## src/rtl/mult_arbiter.sv

```systemverilog
// Two-port round-robin front end that shares one serial multiplier.
// Optional abort on a stalled multiplier is enabled by defining MULT_ARB_TIMEOUT_EN.
module mult_arbiter #(
    parameter int TIMEOUT_CYC = 48
) (
    input  logic        CLK,
    input  logic        RST_N,
    input  logic        REQ0,
    input  logic        REQ1,
    input  logic        SGN0,
    input  logic        SGN1,
    input  logic [31:0] A0,
    input  logic [31:0] B0,
    input  logic [31:0] A1,
    input  logic [31:0] B1,
    output logic        RDY0,
    output logic        RDY1,
    output logic [63:0] RES,
    output logic        ERR,
    output logic        BUSY,
    output logic        MST,
    output logic        MSGN,
    output logic [31:0] MSRCA,
    output logic [31:0] MSRCB,
    output logic        MRST,
    input  logic [63:0] MPROD,
    input  logic        MPRODV,
    output logic [2:0]  DBG_STATE
);

    localparam logic [2:0] S_INIT   = 3'd0;
    localparam logic [2:0] S_IDLE   = 3'd1;
    localparam logic [2:0] S_ISSUE  = 3'd2;
    localparam logic [2:0] S_SETTLE = 3'd3;
    localparam logic [2:0] S_WAIT   = 3'd4;
    localparam logic [2:0] S_DONE   = 3'd5;

    logic [2:0]  state;
    logic [2:0]  state_nxt;
    logic        settle_cnt;
    logic        grant;
    logic        grant_nxt;
    logic        rr_ptr;
    logic        sgn_q;
    logic [31:0] a_q;
    logic [31:0] b_q;
    logic [63:0] res_q;
    logic        abort_take;
    logic        abort_q;

`ifdef MULT_ARB_TIMEOUT_EN
    localparam int CNT_W = $clog2(TIMEOUT_CYC + 1);

    logic [CNT_W-1:0] to_cnt;
    logic             in_flight;

    assign in_flight = (state == S_SETTLE) || (state == S_WAIT);
    // A product arriving on the very last cycle still wins over the abort.
    assign abort_take = in_flight && (to_cnt == CNT_W'(TIMEOUT_CYC - 1)) &&
                        !((state == S_WAIT) && MPRODV);

    always_ff @(posedge CLK or negedge RST_N) begin
        if (!RST_N) begin
            to_cnt  <= '0;
            abort_q <= 1'b0;
        end else begin
            to_cnt  <= in_flight ? to_cnt + 1'b1 : '0;
            abort_q <= abort_take;
        end
    end
`else
    assign abort_take = 1'b0;
    assign abort_q    = 1'b0;
`endif

    // Both requesting: the pointer picks; otherwise whichever port asks.
    assign grant_nxt = (REQ0 && REQ1) ? rr_ptr : REQ1;

    always_comb begin
        state_nxt = state;
        case (state)
            S_INIT:   state_nxt = S_IDLE;
            S_IDLE:   if (REQ0 || REQ1) state_nxt = S_ISSUE;
            S_ISSUE:  state_nxt = S_SETTLE;
            S_SETTLE: begin
                if (abort_take)      state_nxt = S_DONE;
                else if (settle_cnt) state_nxt = S_WAIT;
            end
            S_WAIT:   if (MPRODV || abort_take) state_nxt = S_DONE;
            S_DONE:   state_nxt = S_IDLE;
            default:  state_nxt = S_INIT;
        endcase
    end

    always_ff @(posedge CLK or negedge RST_N) begin
        if (!RST_N) begin
            state      <= S_INIT;
            settle_cnt <= 1'b0;
            grant      <= 1'b0;
            rr_ptr     <= 1'b0;
            sgn_q      <= 1'b0;
            a_q        <= '0;
            b_q        <= '0;
            res_q      <= '0;
        end else begin
            state <= state_nxt;

            if (state == S_IDLE && (REQ0 || REQ1)) begin
                grant <= grant_nxt;
                sgn_q <= grant_nxt ? SGN1 : SGN0;
                a_q   <= grant_nxt ? A1 : A0;
                b_q   <= grant_nxt ? B1 : B0;
            end

            // MPRODV is stale for the two SETTLE cycles, so they are only counted.
            settle_cnt <= (state == S_SETTLE) ? ~settle_cnt : 1'b0;

            if (state == S_WAIT && MPRODV)
                res_q <= MPROD;
            else if (abort_take)
                res_q <= '0;

            if (state == S_DONE)
                rr_ptr <= ~grant;
        end
    end

    assign RDY0      = (state == S_DONE) && !grant;
    assign RDY1      = (state == S_DONE) && grant;
    assign RES       = res_q;
    assign ERR       = (state == S_DONE) && abort_q;
    assign BUSY      = (state != S_IDLE);
    assign MST       = (state == S_ISSUE);
    assign MSGN      = sgn_q;
    assign MSRCA     = a_q;
    assign MSRCB     = b_q;
    assign MRST      = (state == S_INIT) || ((state == S_DONE) && abort_q);
    assign DBG_STATE = state;

endmodule

```

## config.mk

```make
export PLATFORM = sky130hd
export DESIGN_NAME = mult_arbiter
export DESIGN_NICKNAME = d
export VERILOG_FILES = /design/src/rtl/mult_arbiter.sv
export SDC_FILE = /design/constraint.sdc
export NUM_CORES = 1
export LEC_CHECK = 0
export ABC_CLOCK_PERIOD_IN_PS = 1700
export CELL_PAD_IN_SITES_DETAIL_PLACEMENT = 0
export CELL_PAD_IN_SITES_GLOBAL_PLACEMENT = 2
export CORE_MARGIN = 2
export CORE_UTILIZATION = 22
export CTS_BUF_LIST = sky130_fd_sc_hd__clkbuf_4
export DETAILED_ROUTE_END_ITERATION = 10
export HOLD_SLACK_MARGIN = 0.08
export PLACE_DENSITY = 0.82
export SLEW_MARGIN = 20
export SYNTH_ARGS = -nofsm -noshare
export SYNTH_HDL_FRONTEND = slang
export SYNTH_SLANG_ARGS = --single-unit
```

## constraint.sdc

```tcl
create_clock -name CLK -period 1.7 [get_ports CLK]
set_input_delay 0.51 -clock CLK [delete_from_list [all_inputs] [get_ports CLK]]
set_output_delay 0.51 -clock CLK [all_outputs]
set_load 0.02 [all_outputs]
```

==> impl_metrics.yaml <==
status:
  violations: "negative setup slack"
  status: "complete, but fails checks"
floorplanning:
  placementRows: 62
  start_util_pct: 22.4
  core_area_um2: 28800
  die_w_um: 175
  die_y_um: 175
  dieArea_um2: 30700
  pin_count: 337
setup_path:
  reg2reg_to: "RES[30]$_DFFE_PN0P_"
  cp.arrival_ns: 1.49
  worst-setup-path-type: "reg -> out"
  r2r_cells: 7
  regToRegSetupSlack_ns: -0.14
  startpoint_type: "flop"
  required_ns: 1.19
  crit_path_max_fanout: 6
  end_kind: "output port"
  reg2reg_from: "DBG_STATE[1]$_DFFE_PN0P_"
logic_synthesis:
  yosysTopAreaCellShare_pct: 52.5
  synth-edff-count: 0
  synth-seq-cells: 135
  synth-seq-area-share_pct: 52.5
  yosysUniqueCellTypes: 33
  yosys_warnings: 0
  syn_area_um2: 6440
  async_flop_share_pct: 100
  synth_top_area_cell: "dfrtp_1"
  synth.avg_cell_area_um2: 11.8
  yosysMostFrequentCell: "dfrtp_1"
  synth_cells: 548
  synthTopCellsByArea: "dfrtp_1 (52%), mux2_4 (14%), nand3b_1 (7.6%)"
  synth_nets: 747
  synth-main-ff-cell: "dfrtp_1"
  synthTopCellsByCount: "dfrtp_1 (135), a21oi_1 (66), a31oi_1 (65), nand3b_1 (65), mux2_4 (60)"
sta:
  grt_setup_unrepaired: "true"
  finalCritPeriodShare_pct: 118
  fin_crit_ns: 2.00
  final_max_slew_viol_count: 0
  setup_ws_ns: -0.298
  setup_viol: 72
  clock_skew_ns: 0.0324
  hold_violations: 0
  fmax_mhz: 500
final_layout:
  regArea_um2: 3380
  synthToLayoutAreaGrowth_pct: 83.7
  multi_input_area_um2: 2710
  fill_cells: 2770
  fin_nets: 1180
  drive_above_1_share_pct: 38.8
detailed_routing:
  via_count: 6098
  wl_per_cell_um: 18.0
  dr.pass1.iters: 4
  ant_nets: 0
  remaining_drc_errors: 0
  drtIter0Drc: 295
  via_per_inst: 4.42
  wl_mm: 24.8
clock_tree:
  cts_buffers: 17
  h-tree-depth: 4
  cts_root_buffer: "clkbuf_4"
  cts_sinks: 135
  cts_tree: "yes"
  clock_latency_ns: 0.54
  cts_buffer_depth: 2
  clk_pin_slew_ns: 0.16
global_route:
  grt_pass1_vias: 6055
  grt_max_degree: 70
  antenna_found_initial: 2
  overflow: 0
  grt_pass1_wl_mm: 36.0
  grtUsageTotal_pct: 15.2
pwr:
  power.density_nw_per_um2: 1560
  leakage_nw: 5.10
  total_power_mw: 18.4
  ir_worst_vdd_uv: 599
place:
  post-place-ws_ns: -0.282
  io_buffers: 335
  gp_congestion: 0.744
  place_hpwl_mm: 16.4
flow_run:
  cap_violations: 0
hold_path:
  hold_class: "in -> async"
per-layer routing:
metal  wire length [um]  global-route usage (%)
met4                207                    3.13
met5                  0                       0
met1              10700                    19.4
met2              12100                    25.3
met3               1810                    4.74
registers in the layout, indices dropped and copies added (netlist names):
| signal | count |
|---|---|
| DBG_STATE | 3 |
| MSGN | 1 |
| MSRCA | 32 |
| MSRCB | 32 |
| RES | 64 |
| grant | 1 |
| rr_ptr | 1 |
| settle_cnt | 1 |
worst max-delay path by stage:
stage / start / to / slack, ns
after floorplan: DBG_STATE[1]$_DFFE_PN0P_ / BUSY / -0.05
after CTS: DBG_STATE[1]$_DFFE_PN0P_ / RDY1 / -0.38
after global routing: DBG_STATE[1]$_DFFE_PN0P_ / RDY0 / -0.44
after detailed placement: MPRODV / RES[56]$_DFFE_PN0P_ / -0.28
after global placement: REQ0 / MSRCB[16]$_DFFE_PN0P_ / -0.25
final: DBG_STATE[1]$_DFFE_PN0P_ / RDY1 / -0.30
cell usage in the layout, fill, tap and decap left out, types with 2 or more instances in the layout:
| master | n |
|---|---|
| clkdlybuf4s50_1 | 196 |
| dfrtp_1 | 132 |
| buf_6 | 129 |
| buf_4 | 102 |
| a21oi_1 | 66 |
| nand3b_1 | 65 |
| a31oi_1 | 65 |
| mux2_4 | 62 |
| o21ai_0 | 49 |
| buf_12 | 19 |
| o21ai_1 | 17 |
| clkbuf_4 | 17 |
| buf_2 | 16 |
| nor2_1 | 5 |
| inv_6 | 5 |
| bufinv_16 | 4 |
| buf_16 | 4 |
| clkbuf_16 | 4 |
| dfrtp_2 | 3 |
| buf_8 | 3 |
| diode_2 | 2 |
| nand2_1 | 2 |
| mux2_1 | 2 |
| inv_8 | 2 |
| clkinv_4 | 2 |
layout make-up:
cell class	count	area share [%]
Tap cell	384	4.06
Inverter	2	0.0635
Sequential cell	135	28.6
Timing Repair Buffer	474	41.5
Antenna cell	2	0.0423
Clock inverter	14	1.79
Multi-Input combinational cell	351	22.9
Clock buffer	17	1.08
power breakdown:
part,internal [mW],switching (mW),total [mW]
Clock,1.21,1.42,2.62
Sequential,4.51,0.955,5.47
Combinational,5.60,4.75,10.4
Total,11.3,7.12,18.4
kinds of logic after synthesis:
group | after synthesis | synth area share [%]
AOI/OAI and AO/OA | 202 | 17.2
DFF | 135 | 52.5
and+or+nand+nor | 83 | 9.31
muxes | 65 | 14.9
buffers and inverters | 62 | 6.14
other | 1 | 0.0582
critical path, cell delays in order, from the launching register on:
cell and delay [ns]:
dfrtp_2 0.49, nor2b_4 0.16, and3_4 0.20, buf_6 0.12
metrics by stage:
step / instances / instance area (um2) / setup TNS [ns] / hold WS, ns / util [%]
after floorplan: 548 / 6450 / -0.0502 / 0.214 / -
after global placement: 1251 / 10400 / -30.07 / 0.409 / 36.3
after detailed placement: 1251 / 10400 / -32.55 / 0.410 / 36.3
after CTS: 1326 / 10700 / -4.36 / 0.319 / 37.3
after global routing: 1378 / 11800 / -13.19 / 0.329 / 41.1
final: 1379 / 11800 / -7.10 / 0.397 / 41.1
what timing repair did:
item                                   4_1_cts  5_1_grt
gates cloned                                 4        4
resized for setup                          620      214
hold buffers                                 1        0
setup endpoints to repair                  182      195
endpoints found under the hold margin       42        0
setup buffers                               39       48
pin swaps                                    2        4
No activity file was read; power rests on OpenSTA's default activity.
